==> config.mk <==
export PLATFORM = sky130hd
export DESIGN_NAME = decoder_3to8_sweep
export DESIGN_NICKNAME = d
export VERILOG_FILES = /design/src/rtl/decoder_3to8_sweep.sv
export SDC_FILE = /design/constraint.sdc
export NUM_CORES = 1
export LEC_CHECK = 0
export CORE_MARGIN = 2
export CORE_UTILIZATION = 40
export DETAILED_ROUTE_END_ITERATION = 12
export GPL_TIMING_DRIVEN = 0
export PLACE_DENSITY_LB_ADDON = 0.12
export SETUP_SLACK_MARGIN = 0.02
export SLEW_MARGIN = 20
export SYNTH_ARGS = -nofsm -noshare
export SYNTH_HDL_FRONTEND = slang
export SYNTH_SLANG_ARGS = --single-unit
==> constraint.sdc <==
create_clock -name CLK -period 4.9 [get_ports CLK]
set_input_delay 0.735 -clock CLK [delete_from_list [all_inputs] [get_ports CLK]]
set_output_delay 0.735 -clock CLK [all_outputs]
set_load 0.02 [all_outputs]
==> src/rtl/decoder_3to8_sweep.sv <==
// Switch-driven 3-to-8 one-hot decoder with a manual load strobe and an
// optional timed up/down sweep of the decoded code.
module decoder_3to8_sweep #(
  parameter int unsigned DIV = 50000000
) (
  input  logic CLK,
  input  logic RST_N,
  input  logic SW0,
  input  logic SW1,
  input  logic SW2,
  input  logic SW3,
  input  logic SW4,
  input  logic BTN0,
  output logic LED0,
  output logic LED1,
  output logic LED2,
  output logic LED3,
  output logic LED4,
  output logic LED5,
  output logic LED6,
  output logic LED7
);

  localparam int unsigned CW     = (DIV > 1) ? $clog2(DIV) : 1;
  localparam int unsigned NSYNC  = 6;
  localparam int unsigned CODE_W = 3;
  localparam int unsigned LED_W  = 8;
  localparam logic [CW-1:0] LAST = CW'(DIV - 1);

  logic [NSYNC-1:0]  sync_meta;
  logic [NSYNC-1:0]  sync_q;
  logic              btn_prev;
  logic              mode_prev;
  logic [CODE_W-1:0] code_q;
  logic [CODE_W-1:0] code_d;
  logic [CW-1:0]     cnt_q;
  logic [CW-1:0]     cnt_d;
  logic [LED_W-1:0]  led_q;
  logic [LED_W-1:0]  led_d;

  logic [CODE_W-1:0] sw_c;
  logic              mode_c;
  logic              dir_c;
  logic              btn_c;
  logic              load_c;
  logic              mode_chg_c;
  logic              tick_c;

  // Two-flop synchronizers for every asynchronous input
  always_ff @(posedge CLK or negedge RST_N) begin
    if (!RST_N) begin
      sync_meta <= '0;
      sync_q    <= '0;
    end else begin
      sync_meta <= {BTN0, SW4, SW3, SW2, SW1, SW0};
      sync_q    <= sync_meta;
    end
  end

  assign sw_c   = sync_q[2:0];
  assign mode_c = sync_q[3];
  assign dir_c  = sync_q[4];
  assign btn_c  = sync_q[5];

  // Edge-detect history resets to 0 so a button held through reset still loads once
  assign load_c     = btn_c & ~btn_prev;
  assign mode_chg_c = mode_c ^ mode_prev;
  assign tick_c     = mode_c & ~mode_chg_c & (cnt_q == LAST);

  always_comb begin
    cnt_d  = cnt_q;
    code_d = code_q;
    led_d  = LED_W'(1) << code_q;

    if (!mode_c || mode_chg_c || tick_c) begin
      cnt_d = '0;
    end else begin
      cnt_d = cnt_q + CW'(1);
    end

    // Load has priority over a coincident step; the step is simply dropped
    if (load_c) begin
      code_d = sw_c;
    end else if (tick_c) begin
      code_d = dir_c ? (code_q - CODE_W'(1)) : (code_q + CODE_W'(1));
    end
  end

  always_ff @(posedge CLK or negedge RST_N) begin
    if (!RST_N) begin
      btn_prev  <= 1'b0;
      mode_prev <= 1'b0;
      cnt_q     <= '0;
      code_q    <= '0;
      led_q     <= LED_W'(1);
    end else begin
      btn_prev  <= btn_c;
      mode_prev <= mode_c;
      cnt_q     <= cnt_d;
      code_q    <= code_d;
      led_q     <= led_d;
    end
  end

  assign LED0 = led_q[0];
  assign LED1 = led_q[1];
  assign LED2 = led_q[2];
  assign LED3 = led_q[3];
  assign LED4 = led_q[4];
  assign LED5 = led_q[5];
  assign LED6 = led_q[6];
  assign LED7 = led_q[7];

endmodule

After elaboration in Yosys (flattened, before gate mapping)

Index checks and enable logic that the tools add are counted.

Input port bits: 8
Logic and storage cells: 26
Output and inout port bits: 8
Register bits after elaboration: 51

Reductions and logical operators: 4
Shift-type cells: 1
Bitwise gates (word level): 6
Equality and inequality tests: 1
$add $sub $neg: 3
Multiplexer cells: 4

Operator list:

| kind                                                                | count |
|---|---|
| 26-bit by 1-bit adder with 26-bit output (second input constant)    | 1 |
| 26-bit == test (second input constant)                              | 1 |
| 26-bit two-way mux                                                  | 1 |
| 3-bit two-way mux                                                   | 3 |
| 1-bit by 3-bit << shifter with 8-bit output (first input constant)  | 1 |
| 3-bit by 1-bit adder with 3-bit output (second input constant)      | 1 |
| 1-bit AND                                                           | 3 |
| 3-bit by 1-bit subtractor with 3-bit output (second input constant) | 1 |
| 1-bit logical OR                                                    | 2 |
| 1-bit inverter                                                      | 2 |
| 2-bit nonzero test                                                  | 1 |
| 1-bit logical NOT                                                   | 1 |
| 1-bit XOR                                                           | 1 |

Depth between registers and ports, before layout

Gate-level depths: netlist of the first run.

Depth after elaboration: 6
Gate-level depth with buffers: 6
Gate-level depth less buffers: 6

Worst setup path after synthesis of the first run

No wires, ideal clock.

Path type: reg2reg
From: reg cnt_q[16]
To: reg cnt_q[19]
Setup time: 0.130 ns
Cell stages (with the launch flop): 6
Arrival: 1.827 ns
Setup slack: 2.944 ns
Clock period less this slack: 1.956 ns
Data required time: 4.770 ns
Cell sequence: dfrtp_1 or4b_1 nor4_2 a41o_2 buf_4 a21oi_1

Word-level cells in the longest chain between the ends: 4

Ends and longest elaborated chain:

| item                                                                                             | RTL line | RTL |
|---|---|---|
| start: declaration                                                                               | 36       | `logic [CW-1:0] cnt_q;` |
| start signal: assignment                                                                         | 99       | `cnt_q <= cnt_d;` |
| parallel branches: the longest is 3 deep, another holds 26-bit by 1-bit adder with 26-bit output | n/a      |  |
| 26-bit two-way mux (*)                                                                           | 75       | `if (!mode_c \|\| mode_chg_c \|\| tick_c) begin` |
| net cnt_d[19]                                                                                    | 37       | `logic [CW-1:0] cnt_d;` |

Mark *: on every way through the listed nets, which the timed path passes.
A chain may end at the register's enable or synchronous reset.

Worst setup path after layout of the first run

From: reg cnt_q[11]
To: reg cnt_q[24]

The elaborated chain is that of the path after synthesis.

==> run_results.csv, run 1 <==
group,metric,value,unit
synthesis,synthXorXnorAreaFrac,5.08,%
clocking,clk-insertion-delay-late,0.31,ns
cells_and_area,final_common_cell,"dfrtp_1",
job,maxCapViolations,0,
placement,dp_hpwl,2830,um
pwr,leakagePower,0.00102,uW
clocking,cts_root_buf,"clkbuf_8",
critical_path,required,5.09,ns
synthesis,synth_compound_area_share,9.04,%
critical_path,end_kind,"flop",
sta,worstMarginPinSlew,0.627,ns
sta,fin_crit_sh,45.9,%
synthesis,synth-edff-count,0,
floorplan,die_y,78.9,um
sta,fmax,444,MHz
critical_path,worstSetupPathType,"flop to flop",
cells_and_area,n_antenna_cell,0,
critical_path,critPathArrivalTime,2.44,ns
clocking,clk_pin_slew_worst_paths,0.10,ns
synthesis,synthMuxAreaShare,0,%
synthesis,yosys.area_share.simple,24.2,%
critical_path,crit_buf_inv,1,
synthesis,yosys_warnings,0,
grt,grt_pass1_wl,7260,um
sta,skew,0.00615,ns
pwr,peakVddDrop,164,uV
floorplan,start_util,41.0,%
status,status,"finished, final reports clean",
detailed_routing,route.detailed.drc,0,
floorplan,die_x,78.9,um
clocking,cts_buffer_depth,2,
synthesis,ys_seq_elements,51,
detailed_routing,routed_via_density,5.29,
detailed_routing,antenna_left,0,
cells_and_area,synthToLayoutAreaGrowth,15.7,%
synthesis,synthCells,205,
synthesis,synth_fa_ha_area_share,2.01,%
detailed_routing,post_drt_wl_per_cell,13.7,um
synthesis,netlist_area,2240,sq um
worst_hold_path,hp-class,"flop to flop",
cells_and_area,final_area,2600,sq um
grt,antenna_found_initial,0,
cells_and_area,fin_nets,238,
floorplan,num_io_pins,16,
detailed_routing,drt_first_pass_iters,4,
clocking,h-tree-depth,2,
cells_and_area,fillerInstances,527,
sta,holdWs,0.356,ns
critical_path,max_stage_delay,0.58,ns
clocking,postCtsResizedCells,0,
critical_path,cp_cell_sequence,"or4_1 -> nor4_2 -> a41o_2 -> buf_4 -> a21oi_1",
sta,hold_viol,0,
sta,slew_headroom,58.2,%
detailed_routing,vias,1587,
sta,setup_tns,0,ns
grt,grt_usage,15.0,%
synthesis,synth_top_family_by_area,"simple AND/OR/NAND/NOR gates",
sta,final-setup-viol-count,0,
grt,grt_max_degree,52,
critical_path,critPathTopFamily,"simple AND/OR/NAND/NOR gates",
critical_path,cpMaxStageDelayCell,"or4_1",
sta,rsz0062_at_grt,"no",
sta,fin_ws,2.65,ns
detailed_routing,wl,4120,um
grt,grt_pass1_vias,1550,
placement,postPlaceCellArea,2480,sq um
synthesis,netlist-cell-type-count,43,
pwr,power,826,uW
clocking,cts.sinks,51,
detailed_routing,dr.first_iter.drc_count,81,
clocking,cts_hold_buf,0,
synthesis,synth-async-reset-ratio,100,%
floorplan,rows,27,
clocking,cts_buffers,5,
synthesis,synth_ff_type,"dfrtp_1",
cells_and_area,drive_above_1_share,10.5,%
clocking,tritoncts,"yes",
cells_and_area,final_cell_mix,"dfrtp_1, nor2_1, clkdlybuf4s50_1",
clocking,post-cts-setup-buffers,0,
placement,gp_congestion,0.833,
grt,grt_overflow_total,0,
critical_path,cp-start-kind,"flop",
pwr,powerDensity,318,nW/um^2
floorplan,die_area,6220,sq um
sta,drv_slew,0,
critical_path,worstPathMaxFanout,10,
synthesis,synthesis.nets,216,
synthesis,syn_area_per_cell,10.9,sq um
placement,pre_cts_ws,2.61,ns
synthesis,yosysSeqAreaShare,56.9,%
placement,numPortBuffers,15,
sta,finalCriticalPeriod,2.25,ns
floorplan,core,5470,sq um
Yosys cell counts, drive strengths merged, types with 3 or more instances:
cell	instances	share of area (%)
o21ai	5	1.1
nand4	6	1.7
nand2	10	1.7
nor2	18	3.0
or3	8	2.4
inv	7	1.2
nand3	13	3.5
buf	5	1.2
or4	11	3.9
and3	8	2.3
xnor2	8	3.1
and2	3	0.84
nor4	4	1.4
a21oi	12	2.8
o31ai	7	2.3
xor2	5	2.0
nor3	5	1.1
dfrtp	50	56
final timing paths:
path / start / endpoint / slack, ns / depth (start not counted)
hold reg to reg: sync_meta[1]$_DFF_PN0_ / sync_q[1]$_DFF_PN0_ / 0.36 / 0
hold / removal: sync_meta[1]$_DFF_PN0_ / sync_q[1]$_DFF_PN0_ / 0.36 / 0
setup / recovery: cnt_q[11]$_DFF_PN0_ / cnt_q[24]$_DFF_PN0_ / 2.65 / 5
min in group asynchronous: RST_N / cnt_q[18]$_DFF_PN0_ / 0.43 / 1
max in group asynchronous: RST_N / led_q[4]$_DFF_PN0_ / 4.04 / 1
setup reg to reg: cnt_q[11]$_DFF_PN0_ / cnt_q[24]$_DFF_PN0_ / 2.65 / 5
where the power goes:
| group | switching, uW | leakage (uW) | internal (uW) |
|---|---|---|---|
| Combinational | 44.4 | 0.000297 | 33.7 |
| Clock | 145 | 0.0000548 | 154 |
| Sequential | 8.05 | 0.000666 | 440 |
registers in the layout, summed over array words and instances (netlist names):
register and cells:
btn_prev 1, mode_prev 1, sync_meta 6, cnt_q 26, code_q 3, led_q 8
sync_q 6
cell type report:
class	instances	area (sq um)	area share, %
Sequential cell	51	1280	49.2
Multi-Input combinational cell	140	905	34.8
Timing Repair Buffer	15	148	5.69
Tap cell	72	90.1	3.47
Clock buffer	5	68.8	2.65
Clock inverter	3	46.3	1.78
Buffer	7	35.0	1.35
Inverter	7	26.3	1.01
kinds of logic (layout without fill, tap and decap cells):
| logic type | Yosys count | in the layout |
|---|---|---|
| and+or+nand+nor | 93 | 93 |
| DFF | 51 | 51 |
| AOI/OAI and AO/OA | 31 | 31 |
| buffers and inverters | 14 | 37 |
| xor gates and xnor gates | 13 | 13 |
| adders and majority gates | 3 | 3 |
per-layer routing:
metal / wire, um / track usage (%) / vias to the layer above
met1: 2040 / 21.8 / 773
met4: 46 / 4.66 / 0
li1: - / - / 787
met2: 1860 / 22.2 / 22
met3: 171 / 3.75 / 5
met5: 0 / 0 / -
per-stage QoR:
| step | utilization, % | instances |
|---|---|---|
| after floorplan | - | 205 |
| after global placement | 45.4 | 292 |
| after detailed placement | 45.3 | 292 |
| after CTS | 47.4 | 300 |
| after global routing | 47.4 | 300 |
| final | 47.4 | 300 |
No activity file was read; power rests on OpenSTA's default activity.
==> run 2: changes to the inputs <==
clock period = 2.4 ns   (was 4.9 ns; I/O delays follow)
==> run 2 against run 1 <==
Against the previous run: clock skew about the same; combinational power up 100%; final cell count unchanged; non-clock buffer count unchanged; register-to-register slack worse by 2.4 ns; flip-flop and latch count unchanged; clock-buffer cell count unchanged; sequential share of layout area down 0.17 points; setup slack worse by 2.4 ns; critical endpoint unchanged; largest power group unchanged.
==> run_results.csv, run 2 (synthesis results as in run 1) <==
group,metric,value,unit
floorplan,start_util,41.0,%
critical_path,crit_buf_inv,1,
detailed_routing,dr.first_iter.drc_count,70,
detailed_routing,vias,1581,
cells_and_area,top_register,"cnt_q",
detailed_routing,post_drt_wl_per_cell,13.8,um
critical_path,end_kind,"flop",
critical_path,r2r_slack,0.22,ns
detailed_routing,routed_via_density,5.27,
grt,grt_overflow_total,0,
critical_path,worstPathMaxFanout,10,
critical_path,critPathTopFamily,"simple AND/OR/NAND/NOR gates",
clocking,cts_hold_buf,0,
sta,drv_slew,0,
status,status,"finished, final reports clean",
sta,holdWs,0.0547,ns
floorplan,core,5470,sq um
job,maxCapViolations,0,
clocking,post-cts-setup-buffers,0,
cells_and_area,largest_reg_flops,26,
sta,hold_viol,0,
grt,grt_max_degree,52,
critical_path,critPathArrivalTime,2.37,ns
cells_and_area,n_antenna_cell,0,
cells_and_area,fin_nets,238,
cells_and_area,final_cell_mix,"dfrtp_1, nor2_1, clkdlybuf4s50_1",
pwr,leakagePower,0.00102,uW
sta,slew_headroom,58.0,%
grt,grt_pass1_vias,1550,
floorplan,rows,27,
sta,fmax,460,MHz
detailed_routing,drt_first_pass_iters,4,
sta,final-setup-viol-count,0,
sta,fin_crit_sh,90.7,%
grt,antenna_found_initial,0,
grt,grt_usage,15.0,%
floorplan,num_io_pins,16,
pwr,peakVddDrop,335,uV
sta,rsz0062_at_grt,"no",
clocking,clk_pin_slew_worst_paths,0.10,ns
critical_path,reg2reg_to,"cnt_q[24]$_DFF_PN0_",
clocking,tritoncts,"yes",
cells_and_area,synthToLayoutAreaGrowth,16.1,%
placement,gp_congestion,0.833,
floorplan,die_x,78.9,um
sta,finalCriticalPeriod,2.18,ns
cells_and_area,reg_top3,"cnt_q: 26 flops, led_q: 8 flops",
detailed_routing,route.detailed.drc,0,
detailed_routing,antenna_left,0,
critical_path,worstSetupPathType,"flop to flop",
sta,skew,0.00608,ns
pwr,power,1680,uW
clocking,cts_buffer_depth,2,
clocking,cts_root_buf,"clkbuf_8",
critical_path,cp_cell_sequence,"or4b_1 -> nor4_4 -> a41o_2 -> buf_4 -> a21oi_1",
critical_path,max_stage_delay,0.58,ns
cells_and_area,final_common_cell,"dfrtp_1",
sta,worstMarginPinSlew,0.630,ns
clocking,clk-insertion-delay-late,0.31,ns
critical_path,cpMaxStageDelayCell,"or4b_1",
cells_and_area,fillerInstances,528,
critical_path,rr_worst_depth,5,
pwr,powerDensity,646,nW/um^2
worst_hold_path,hp-class,"input port to asynchronous set/reset pin",
grt,grt_pass1_wl,7260,um
cells_and_area,drive_above_1_share,10.5,%
critical_path,r2r-start,"cnt_q[7]$_DFF_PN0_",
clocking,h-tree-depth,2,
critical_path,cp-start-kind,"flop",
critical_path,required,2.59,ns
detailed_routing,wl,4130,um
floorplan,die_y,78.9,um
floorplan,die_area,6220,sq um
placement,dp_hpwl,2830,um
placement,numPortBuffers,15,
clocking,cts_buffers,5,
clocking,postCtsResizedCells,0,
clocking,cts.sinks,51,
run 2: changes by cell type in the layout (fill, tap and decap cells not counted):
| cell | delta |
|---|---|
| nor4_4 | +1 |
| nor4_2 | -1 |
run 2: through the flow:
stage | cells | TNS, ns | setup slack [ns] | instance area, sq um | utilization (%)
2_1_floorplan | 205 | 0 | 0.444 | 2240 | -
3_3_place_gp | 292 | -28.29 | -0.569 | 2480 | 45.4
3_5_place_dp | 292 | 0 | 0.106 | 2480 | 45.3
4_1_cts | 300 | 0 | 0.0946 | 2600 | 47.4
5_1_grt | 300 | 0 | 0.0980 | 2610 | 47.6
6_report | 300 | 0 | 0.224 | 2610 | 47.6
run 2: worst register-to-register path, stage by stage, from the launching register on:
cell     delay (ns)
dfrtp_1        0.46
or4b_1         0.58
nor4_4         0.40
a41o_2         0.34
buf_4          0.22
a21oi_1        0.06
run 2: how the worst max path moves through the flow:
stage	from	endpoint	slack (ns)	depth (start not counted)
after floorplan	cnt_q[16]$_DFF_PN0_	cnt_q[19]$_DFF_PN0_	0.44	5
after global placement	RST_N	sync_meta[5]$_DFF_PN0_	-0.57	1
after detailed placement	cnt_q[16]$_DFF_PN0_	cnt_q[24]$_DFF_PN0_	0.11	5
after CTS	cnt_q[7]$_DFF_PN0_	cnt_q[22]$_DFF_PN0_	0.09	5
after global routing	cnt_q[7]$_DFF_PN0_	cnt_q[22]$_DFF_PN0_	0.1	5
final	cnt_q[7]$_DFF_PN0_	cnt_q[24]$_DFF_PN0_	0.22	5
run 2: report_power, final:
part           switching, uW  leakage [uW]  internal (uW)
Combinational           90.7      0.000297           68.9
Clock                    295     0.0000548            314
Sequential              16.5      0.000666            899
run 2: area by class of cell:
class | instances | area, sq um | share of cell area, %
sequential | 51 | 1280 | 49.0
multi-input combinational | 140 | 913 | 35.1
timing repair buffer | 15 | 148 | 5.67
tap | 72 | 90.1 | 3.46
clock buffer | 5 | 68.8 | 2.64
clock inverter | 3 | 46.3 | 1.78
buffer | 7 | 35.0 | 1.34
inverter | 7 | 26.3 | 1.01
run 2: per-layer routing:
metal,GRT usage (%),up-vias,share of wire (%)
li1,-,785,-
met1,21.8,771,50
met2,22.2,20,46
met3,3.75,5,2.9
met4,4.66,0,1.0
met5,0,-,0
==> run 3: changes to the inputs <==
MAX_ROUTING_LAYER = met4   (was not set)
==> results of run 3 <==
The final DEF is identical to that of run 2; final timing and power are the same.
Main changes from that run: final weighted congestion in routability-driven placement 0.833 -> 0.846; overall routing resource usage 15.0% -> 15.4%
